**config.mk**
```make
export PLATFORM = sky130hd
export DESIGN_NAME = path_delay_sequencer_flat
export DESIGN_NICKNAME = d
export VERILOG_FILES = /design/src/rtl/path_dly_pkg.sv /design/src/rtl/path_delay_sequencer_if.sv /design/src/rtl/path_dly_capture.sv /design/src/rtl/path_delay_sequencer.sv /design/src/flat_wrapper.sv
export SDC_FILE = /design/constraint.sdc
export NUM_CORES = 1
export LEC_CHECK = 0
export CAP_MARGIN = 40
export CORE_MARGIN = 2
export CORE_UTILIZATION = 40
export DETAILED_ROUTE_END_ITERATION = 12
export SKIP_CTS_REPAIR_TIMING = 1
export SLEW_MARGIN = 20
export SYNTH_ARGS = -nofsm -noshare
export SYNTH_HDL_FRONTEND = slang
export SYNTH_SLANG_ARGS = --single-unit
```
**constraint.sdc**
```tcl
create_clock -name clk -period 5.45 [get_ports clk]
set_input_delay 1.09 -clock clk [delete_from_list [all_inputs] [get_ports clk]]
set_output_delay 1.09 -clock clk [all_outputs]
set_load 0.01 [all_outputs]
```
**src/rtl/path_dly_pkg.sv**
```systemverilog
// Shared types and helpers for the path-delay sequencer slice.
// Holds the sequencer state encoding and the path-index width helper.
package path_dly_pkg;

    typedef enum logic [2:0] {
        IDLE,
        SELECT,
        SETTLE,
        LAUNCH,
        WAIT,
        CAPTURE,
        REPORT,
        DONE
    } seqState_e;

    // $clog2 of 1 is 0, but a path index always needs at least one bit.
    function automatic int idxWidth(input int numPaths);
        return (numPaths > 2) ? $clog2(numPaths) : 1;
    endfunction

    localparam int NUM_PATHS_DEF = 4;
    localparam int PATH_IDX_W    = idxWidth(NUM_PATHS_DEF);

endpackage

```
**src/rtl/path_delay_sequencer_if.sv**
```systemverilog
// Command/result bus between the host command logic (master) and the
// path-delay sequencer (slave).
interface path_delay_sequencer_if #(
    parameter int NUM_PATHS = 4,
    parameter int TRIAL_W   = 16,
    parameter int DLY_W     = 8
);
    import path_dly_pkg::*;

    localparam int IDX_W = idxWidth(NUM_PATHS);

    logic                 start;
    logic [NUM_PATHS-1:0] path_mask;
    logic [TRIAL_W-1:0]   num_trials;
    logic [DLY_W-1:0]     capture_dly;
    logic [TRIAL_W-1:0]   fail_thresh;
    logic                 busy;
    logic                 res_valid;
    logic [IDX_W-1:0]     res_path;
    logic [TRIAL_W-1:0]   res_fails;
    logic                 res_flag;
    logic                 stuck_err;

    modport master (
        output start, path_mask, num_trials, capture_dly, fail_thresh,
        input  busy, res_valid, res_path, res_fails, res_flag, stuck_err
    );

    modport slave (
        input  start, path_mask, num_trials, capture_dly, fail_thresh,
        output busy, res_valid, res_path, res_fails, res_flag, stuck_err
    );

endinterface

```
**src/rtl/path_dly_capture.sv**
```systemverilog
// Per-path measurement front end: an enabled raw capture flop (the timing
// measurement point, deliberately unsynchronized) and a 2-flop synchronizer.
module path_dly_capture (
    input  logic clk,
    input  logic rst,
    input  logic capEn,
    input  logic pathResult,
    output logic capQ,
    output logic syncQ
);

    logic syncMeta;

    // NOTE: sequential state is written only with non-blocking assignments so
    // every flop samples the pre-edge value regardless of block ordering.
    always_ff @(posedge clk) begin
        if (rst) begin
            capQ     <= 1'b0;
            syncMeta <= 1'b0;
            syncQ    <= 1'b0;
        end else begin
            if (capEn) begin
                capQ <= pathResult;
            end
            syncMeta <= pathResult;
            syncQ    <= syncMeta;
        end
    end

endmodule

```
**src/rtl/path_delay_sequencer.sv**
```systemverilog
// Launches transitions into selected delay paths and counts late/stuck
// captures per path. Define PATH_DLY_FALLING_EN to also test the falling edge.
module path_delay_sequencer #(
    parameter int NUM_PATHS  = 4,
    parameter int TRIAL_W    = 16,
    parameter int DLY_W      = 8,
    parameter int SETTLE_CYC = 16
) (
    input  logic                 clk,
    input  logic                 rst,
    path_delay_sequencer_if.slave cmd,
    output logic [NUM_PATHS-1:0] path_launch,
    input  logic [NUM_PATHS-1:0] path_result
);
    import path_dly_pkg::*;

    localparam int IDX_W = idxWidth(NUM_PATHS);
    localparam int PTR_W = IDX_W + 1;
    localparam int SET_W = $clog2(SETTLE_CYC + 1);
    localparam logic [SET_W-1:0] SETTLE_LAST = SET_W'(SETTLE_CYC - 1);
`ifdef PATH_DLY_FALLING_EN
    localparam bit FALLING_EN = 1'b1;
`else
    localparam bit FALLING_EN = 1'b0;
`endif

    seqState_e            state;
    logic [NUM_PATHS-1:0] mask;
    logic [TRIAL_W-1:0]   trials;
    logic [TRIAL_W-1:0]   thresh;
    logic [TRIAL_W-1:0]   failCnt;
    logic [TRIAL_W-1:0]   trialCnt;
    logic [DLY_W-1:0]     dly;
    logic [DLY_W-1:0]     dlyCnt;
    logic [SET_W-1:0]     settleCnt;
    logic [PTR_W-1:0]     ptr;
    logic [IDX_W-1:0]     sel;
    logic                 trialFail;
    logic                 fallPhase;

    logic [NUM_PATHS-1:0] capQ;
    logic [NUM_PATHS-1:0] syncQ;
    logic                 capEn;
    logic                 selCap;
    logic                 selSync;
    logic                 capFail;
    logic                 lastEdge;
    logic                 found;
    logic [IDX_W-1:0]     nextIdx;

    for (genvar i = 0; i < NUM_PATHS; i++) begin : gCap
        path_dly_capture uCap (
            .clk        (clk),
            .rst        (rst),
            .capEn      (capEn),
            .pathResult (path_result[i]),
            .capQ       (capQ[i]),
            .syncQ      (syncQ[i])
        );
    end

    // The capture flop samples on edge L + dly, the last WAIT edge.
    assign capEn    = (state == WAIT) && (dlyCnt == dly);
    assign selCap   = capQ[sel];
    assign selSync  = syncQ[sel];
    assign capFail  = fallPhase ? selCap : ~selCap;
    assign lastEdge = !FALLING_EN || fallPhase;

    // Lowest set mask bit at or above the pointer.
    always_comb begin
        // NOTE: every output gets a default first, so no latch is inferred.
        found   = 1'b0;
        nextIdx = '0;
        for (int i = NUM_PATHS - 1; i >= 0; i--) begin
            if (mask[i] && (PTR_W'(i) >= ptr)) begin
                found   = 1'b1;
                nextIdx = IDX_W'(i);
            end
        end
    end

    always_ff @(posedge clk) begin
        if (rst) begin
            state         <= IDLE;
            path_launch   <= '0;
            mask          <= '0;
            trials        <= '0;
            thresh        <= '0;
            failCnt       <= '0;
            trialCnt      <= '0;
            dly           <= '0;
            dlyCnt        <= '0;
            settleCnt     <= '0;
            ptr           <= '0;
            sel           <= '0;
            trialFail     <= 1'b0;
            fallPhase     <= 1'b0;
            cmd.busy      <= 1'b0;
            cmd.res_valid <= 1'b0;
            cmd.res_path  <= '0;
            cmd.res_fails <= '0;
            cmd.res_flag  <= 1'b0;
            cmd.stuck_err <= 1'b0;
        end else begin
            cmd.res_valid <= 1'b0;
            case (state)
                IDLE: begin
                    if (cmd.start) begin
                        mask          <= cmd.path_mask;
                        trials        <= (cmd.num_trials == '0) ? TRIAL_W'(1) : cmd.num_trials;
                        dly           <= (cmd.capture_dly == '0) ? DLY_W'(1) : cmd.capture_dly;
                        thresh        <= cmd.fail_thresh;
                        ptr           <= '0;
                        cmd.stuck_err <= 1'b0;
                        cmd.busy      <= 1'b1;
                        state         <= SELECT;
                    end
                end
                SELECT: begin
                    if (found) begin
                        sel       <= nextIdx;
                        failCnt   <= '0;
                        trialCnt  <= '0;
                        trialFail <= 1'b0;
                        fallPhase <= 1'b0;
                        settleCnt <= '0;
                        state     <= SETTLE;
                    end else begin
                        cmd.busy <= 1'b0;
                        state    <= DONE;
                    end
                end
                SETTLE: begin
                    // The path output must have settled at the launch level.
                    if (settleCnt == SETTLE_LAST) begin
                        if (selSync != fallPhase) begin
                            cmd.stuck_err <= 1'b1;
                            trialFail     <= 1'b1;
                        end
                        state <= LAUNCH;
                    end else begin
                        settleCnt <= settleCnt + SET_W'(1);
                    end
                end
                LAUNCH: begin
                    path_launch <= fallPhase ? '0 : (NUM_PATHS'(1) << sel);
                    dlyCnt      <= DLY_W'(1);
                    state       <= WAIT;
                end
                WAIT: begin
                    if (dlyCnt == dly) begin
                        state <= CAPTURE;
                    end else begin
                        dlyCnt <= dlyCnt + DLY_W'(1);
                    end
                end
                CAPTURE: begin
                    settleCnt <= '0;
                    if (!lastEdge) begin
                        // Launch stays high; the falling half of the trial follows.
                        trialFail <= trialFail | capFail;
                        fallPhase <= 1'b1;
                        state     <= SETTLE;
                    end else begin
                        if ((trialFail || capFail) && (failCnt != '1)) begin
                            failCnt <= failCnt + TRIAL_W'(1);
                        end
                        trialFail   <= 1'b0;
                        fallPhase   <= 1'b0;
                        path_launch <= '0;
                        trialCnt    <= trialCnt + TRIAL_W'(1);
                        state       <= ((trialCnt + TRIAL_W'(1)) < trials) ? SETTLE : REPORT;
                    end
                end
                REPORT: begin
                    cmd.res_valid <= 1'b1;
                    cmd.res_path  <= sel;
                    cmd.res_fails <= failCnt;
                    cmd.res_flag  <= (failCnt >= thresh);
                    ptr           <= PTR_W'(sel) + PTR_W'(1);
                    state         <= SELECT;
                end
                DONE: begin
                    state <= IDLE;
                end
                default: begin
                    state <= IDLE;
                end
            endcase
        end
    end

endmodule

```
**src/flat_wrapper.sv**
```systemverilog
// flat-port wrapper written by rule: the top's interface ports become plain ports
module path_delay_sequencer_flat import path_dly_pkg::*;
#(
    parameter int NUM_PATHS  = 4,
    parameter int TRIAL_W    = 16,
    parameter int DLY_W      = 8,
    parameter int SETTLE_CYC = 16
)
  (clk, rst, path_launch, path_result, cmd_start, cmd_path_mask, cmd_num_trials, cmd_capture_dly, cmd_fail_thresh, cmd_busy, cmd_res_valid, cmd_res_path, cmd_res_fails, cmd_res_flag, cmd_stuck_err);
  path_delay_sequencer_if #(.NUM_PATHS(NUM_PATHS), .TRIAL_W(TRIAL_W), .DLY_W(DLY_W)) cmd_i ();
  input  logic clk;
  input  logic rst;
  output logic [NUM_PATHS-1:0] path_launch;
  input  logic [NUM_PATHS-1:0] path_result;
  input wire logic [$bits(cmd_i.start)-1:0] cmd_start;
  input wire logic [$bits(cmd_i.path_mask)-1:0] cmd_path_mask;
  input wire logic [$bits(cmd_i.num_trials)-1:0] cmd_num_trials;
  input wire logic [$bits(cmd_i.capture_dly)-1:0] cmd_capture_dly;
  input wire logic [$bits(cmd_i.fail_thresh)-1:0] cmd_fail_thresh;
  output wire logic [$bits(cmd_i.busy)-1:0] cmd_busy;
  output wire logic [$bits(cmd_i.res_valid)-1:0] cmd_res_valid;
  output wire logic [$bits(cmd_i.res_path)-1:0] cmd_res_path;
  output wire logic [$bits(cmd_i.res_fails)-1:0] cmd_res_fails;
  output wire logic [$bits(cmd_i.res_flag)-1:0] cmd_res_flag;
  output wire logic [$bits(cmd_i.stuck_err)-1:0] cmd_stuck_err;
  assign cmd_i.start = cmd_start;
  assign cmd_i.path_mask = cmd_path_mask;
  assign cmd_i.num_trials = cmd_num_trials;
  assign cmd_i.capture_dly = cmd_capture_dly;
  assign cmd_i.fail_thresh = cmd_fail_thresh;
  assign cmd_busy = cmd_i.busy;
  assign cmd_res_valid = cmd_i.res_valid;
  assign cmd_res_path = cmd_i.res_path;
  assign cmd_res_fails = cmd_i.res_fails;
  assign cmd_res_flag = cmd_i.res_flag;
  assign cmd_stuck_err = cmd_i.stuck_err;
  path_delay_sequencer #(.NUM_PATHS(NUM_PATHS), .TRIAL_W(TRIAL_W), .DLY_W(DLY_W), .SETTLE_CYC(SETTLE_CYC)) u_core (.clk(clk), .rst(rst), .cmd(cmd_i), .path_launch(path_launch), .path_result(path_result));
endmodule
```
# Word level (Yosys, flattened, before mapping)
# Index checks and enable logic that the tools add are counted.
# Widths: inputs -> output; s select.
[op_classes]
bitwise_logic = 1
muxes = 45
n_reduce_logical = 28
shifts = 1
magnitude_cmp = 7
eq_ne = 20
add_sub_neg = 5
[op_table]
columns = ["op", "count"]
rows = [
  ["$pmux 16 s2", 2],
  ["$mux 16", 3],
  ["$add 16x1->16 const B", 2],
  ["$pmux 3 s8", 1],
  ["$mux 3", 6],
  ["$ge 16x16->1", 1],
  ["$logic_not 16->1", 1],
  ["$lt 16x16->1", 1],
  ["$mux 8", 2],
  ["$ne 16x16->1 const B", 1],
  ["$pmux 8 s2", 1],
  ["$pmux 5 s3", 1],
  ["$mux 1", 14],
  ["$eq 3x3->1 const B", 4],
  ["$reduce_and 3->1", 4],
  ["$reduce_bool 2->1", 6],
  ["$mux 5", 2],
  ["$ne 2x2->1 const B", 5],
  ["$reduce_and 2->1", 5],
  ["$add 8x1->8 const B", 1],
  ["$eq 8x8->1", 1],
  ["$logic_not 8->1", 1],
  ["$mux 2", 4],
  ["$ne 2x1->1 const B", 4],
  ["22 further kinds", 34],
]
[totals]
word_cells = 139
reg_bits = 137
output_inout_bits = 26
in_bits = 51

# Depth between registers and ports, before layout
[logic_depth]
word_depth = 8
mapped_depth = 12
depth_no_buf = 11

# Modules after synthesis
# A second synthesis with hierarchy kept.
[unflattened]
hier_cells = 825
hier_area_um2 = 6692.7
[modules_own_cells]
columns = ["module", "area_per_inst_um2", "cells_per_inst", "n_inst", "seq_area_each_um2"]
rows = [
  ["path_delay_sequencer", 6347.3, 797, 1, 2482.4],
  ["path_dly_capture", 86.3, 7, 4, 60.1],
]

# Worst setup path after synthesis
# No wires, ideal clock.
[synth_timing]
path_type = "register to register"
startpoint = "register u_core.trialCnt[2]"
endpoint = "register u_core.state[2]"
path_buffers = 1
setup_time_ps = 120
required_ps = 5330
stages_incl_launch_ff = 12
t_arrival_ps = 2402
synth_period_minus_slack_ps = 2522
slack_ps = 2928
cell_sequence = "dfxtp_1 -> and4_1 -> and4_1 -> clkbuf_1 -> nand3_1 -> xnor2_1 -> ha_1 -> a21oi_1 -> o21ai_0 -> a211oi_1 -> o21ai_0 -> a211o_1"
[synth_between]
elab_chain_cells = 4
[synth_lines]
columns = ["item", "line", "text"]
rows = [
  ["start: declaration", "path_delay_sequencer.sv:32", "logic [TRIAL_W-1:0] trialCnt;"],
  ["start signal: assignment", "path_delay_sequencer.sv:171", "trialCnt <= trialCnt + TRIAL_W'(1);"],
  ["$add 16x1->16", "path_delay_sequencer.sv:172", "state <= ((trialCnt + TRIAL_W'(1)) < trials) ? SETTLE : REPORT;"],
  ["$lt 16x16->1", "path_delay_sequencer.sv:172", ""],
  ["$mux 3", "path_delay_sequencer.sv:172", ""],
  ["$pmux 3 s8", "path_delay_sequencer.sv:106", "case (state)"],
  ["end signal: assignment", "path_delay_sequencer.sv:172", ""],
  ["end: declaration", "path_delay_sequencer.sv:27", "seqState_e state;"],
]
# Every way passes these cells.
# A chain may end at the register's enable or synchronous reset.

# Final worst setup path
# Same ends and word-level chain as after synthesis.

==> impl_metrics.yaml <==
run_status:
  status: "completed"
setup_path:
  r2r_end: "u_core.state[2]"
  worstSetupEndpointType: "register"
  critPathArrivalTime_ns: 3.13
  reg2reg_setup_slack_ns: 2.62
  cp_num_buf_inv: 0
  crit_chain: "and4_1 -> and4_1 -> nand3_1 -> xnor2_1 -> ha_1 -> a21oi_1 -> o21ai_0 -> a211oi_1 -> o21ai_0 -> a211o_1"
  cp.required_ns: 5.75
  endpoint: "u_core.state[2]"
  worst_path_dominant_cell_family: "compound AO/OA/AOI/OAI gates"
  criticalPathCategory: "register to register"
  critPathLaunchType: "register"
  crit_start: "u_core.trialCnt[2]"
  crit_cells: 10
  r2r-start: "u_core.trialCnt[2]"
  cp_slowest_cell: "dfxtp_1"
  cp_slowest_stage_delay_ns: 0.40
  crit_fanout: 7
  rr_worst_depth: 10
cells_and_area:
  fillers: 1577
  antennaDiodeCount: 0
  drive_above_1_share: 0.0646
  area_growth_pct: 21.2
  nNetsFinal: 962
cts:
  h-tree-depth: 4
  cts.sinks: 136
  numCtsBuffers: 17
  tritoncts: "done"
  clockBufferDepth: 2
  cts.clk_slew.worst_paths_ns: 0.06
  root_buffer: "clkbuf_16"
  clock_latency_ns: 0.42
job:
  cap_violations: 0
sta:
  worst_slack_ns: 2.62
  fin_crit_sh: 0.519
  rsz0062_at_grt: "no"
  setup_viol: 0
  fmax_ghz: 0.354
  slew_violations: 0
  fin_setup_tns_ns: 0
  hold_violations: 0
  period_needed_ns: 2.83
  tightest_slew_ns: 0.828
  skew_ns: 0.0101
  max_slew_margin: 0.448
logic_synthesis:
  ys_async_sr_fraction: 0
  yosysWarnings: 0
  syn_nets: 905
  synth-seq-area-share: 0.404
  syn_avg_cell_area_um2: 8.29
  syn_inst: 814
  synth-seq-cells: 136
  synth_edf_count: 0
  ys_types: 68
  syn_area_um2: 6750
  ys.flop_type: "dfxtp_1"
global_route:
  grtUsageTotal: 0.190
  grt_max_degree: 53
  antenna_found_initial: 0
  grt_pass1_wl_mm: 27.4
  grt-ovfl-total: 0
  grt_pass1_vias: 5475
route:
  drtIter0Drc: 382
  wl_per_cell_um: 14.7
  drtAntennaViolNets: 0
  remaining_drc_errors: 0
  wl_mm: 16.2
  viasPerCell: 5.29
  vias: 5828
  firstDrtPassIters: 5
die:
  core_area_um2: 16500
  die_y_um: 134
  start_util: 0.408
  die_area_um2: 17900
  die_x_um: 134
  rows: 47
  io_pins: 77
power_and_ir_drop:
  power_per_cell_area_nw_per_um2: 360
  leakagePower_nw: 2.91
  finalPower_mw: 2.94
  worst_ir_drop_vdd_mv: 0.236
worst_hold_path:
  hp-class: "register to register"
  hold_start: "u_core.gCap[1].uCap.syncMeta"
place:
  hpwl_mm: 11.3
  place_congestion: 0.829
  port_buffers: 76
  place_ws_ns: 2.63
## synthesized netlist by cell type, types with 6 or more instances
library cell / n / share of area
dfxtp_1: 136 / 0.40
mux2i_1: 11 / 0.016
ha_1: 40 / 0.074
nand3b_1: 6 / 0.0067
xor2_1: 7 / 0.0091
xnor2_1: 17 / 0.022
nand3_1: 20 / 0.015
buf_2: 7 / 0.0052
nor3_1: 8 / 0.0059
nor2_1: 43 / 0.024
o21ai_0: 17 / 0.013
a21oi_1: 98 / 0.073
a22oi_1: 7 / 0.0078
clkbuf_1: 29 / 0.016
o31ai_1: 10 / 0.011
or4_1: 11 / 0.012
nor4_1: 10 / 0.0093
nand2_1: 156 / 0.087
a21o_1: 6 / 0.0067
nor2b_1: 10 / 0.0093
nand4_1: 18 / 0.017
a211oi_1: 10 / 0.011
a311oi_1: 7 / 0.0091
inv_1: 43 / 0.024
## worst min path at each step
stage / end / cells past startpoint
after floorplan: u_core.gCap[0].uCap.syncQ / 1
after global placement: u_core.gCap[1].uCap.syncQ / 1
after detailed placement: u_core.gCap[1].uCap.syncQ / 1
after CTS: u_core.gCap[1].uCap.syncQ / 1
after global routing: u_core.gCap[1].uCap.syncQ / 1
final: u_core.gCap[1].uCap.syncQ / 1
## registers in the layout, summed over array words and instances, names as in the netlist, 5 cells and up
signal and flops:
u_core.cmd.res_fails 16, u_core.failCnt 16, u_core.thresh 16, u_core.trialCnt 16, u_core.trials 16, u_core.dlyCnt 8
u_core.dly 8, u_core.settleCnt 5
## layout make-up
cell class,count,area (µm²),area share
clock buffer,22,464,0.0568
clock inverter,8,51.3,0.00627
inverter,44,165,0.0202
multi-input combinational,588,3650,0.447
sequential,136,2720,0.333
tap,220,275,0.0337
timing repair buffer,84,846,0.103
## layer usage
| layer | up-vias | track usage | wire length (µm) |
|---|---|---|---|
| met5 | - | 0 | 0 |
| met3 | 22 | 0.0438 | 716 |
| met4 | 0 | 0.0609 | 301 |
| met1 | 2690 | 0.258 | 7990 |
| met2 | 132 | 0.299 | 7160 |
| li1 | 2984 | - | - |
## cells by family (layout without fill, tap and decap cells)
group,after synthesis,after routing,synth area share
and+or+nand+nor,322,322,0.233
AOI/OAI and AO/OA,189,189,0.179
DFF,136,136,0.404
buffers and inverters,90,158,0.0558
adders and majority gates,40,40,0.0742
xor gates and xnor gates,24,24,0.0312
muxes,13,13,0.0230
## through the flow
step	cells	cell area (µm²)	hold WS, ns	utilization
after floorplan	814	6750	0.414	-
after global placement	1067	7600	0.427	0.460
after detailed placement	1071	7650	0.421	0.463
after CTS	1101	8160	0.431	0.494
after global routing	1102	8180	0.455	0.495
final	1102	8180	0.434	0.495
## layout by cell type (no fill, tap or decap), types with 4 or more instances in the layout
cell type        instances
xor2_1                   7
nand2b_1                 5
clkdlybuf4s50_1         75
ha_1                    40
a21o_1                   6
o21ai_0                 17
dfxtp_1                136
nor4_1                  10
a311oi_1                 7
nor2b_1                 10
and2_1                   5
nand4_1                 18
nand3b_1                 6
or4_1                   11
nand2_1                156
o41ai_1                  5
or3_1                    5
and3_1                   5
a211oi_1                10
clkbuf_16               17
and4_1                   5
xnor2_1                 17
nand3_1                 20
clkinv_2                 4
a21oi_1                 98
o31ai_1                 10
nor2_1                  43
mux2i_1                 11
buf_4                    5
a22oi_1                  7
inv_1                   43
nor3_1                   7
## power breakdown
part           leakage, nW  total, mW  internal (mW)  switching, mW
Clock                0.248       1.02          0.596          0.419
Sequential            1.10       1.19           1.09         0.0932
Combinational         1.56      0.739          0.276          0.463
Total                 2.91       2.94           1.97          0.975
## worst register-to-register path: stages, from the launching register on
cell and delay [ns]:
dfxtp_1 0.40, and4_1 0.30, and4_1 0.37, nand3_1 0.18
xnor2_1 0.16, ha_1 0.31, a21oi_1 0.16, o21ai_0 0.16
a211oi_1 0.23, o21ai_0 0.14, a211o_1 0.31
(Power assumes the default switching activity.)
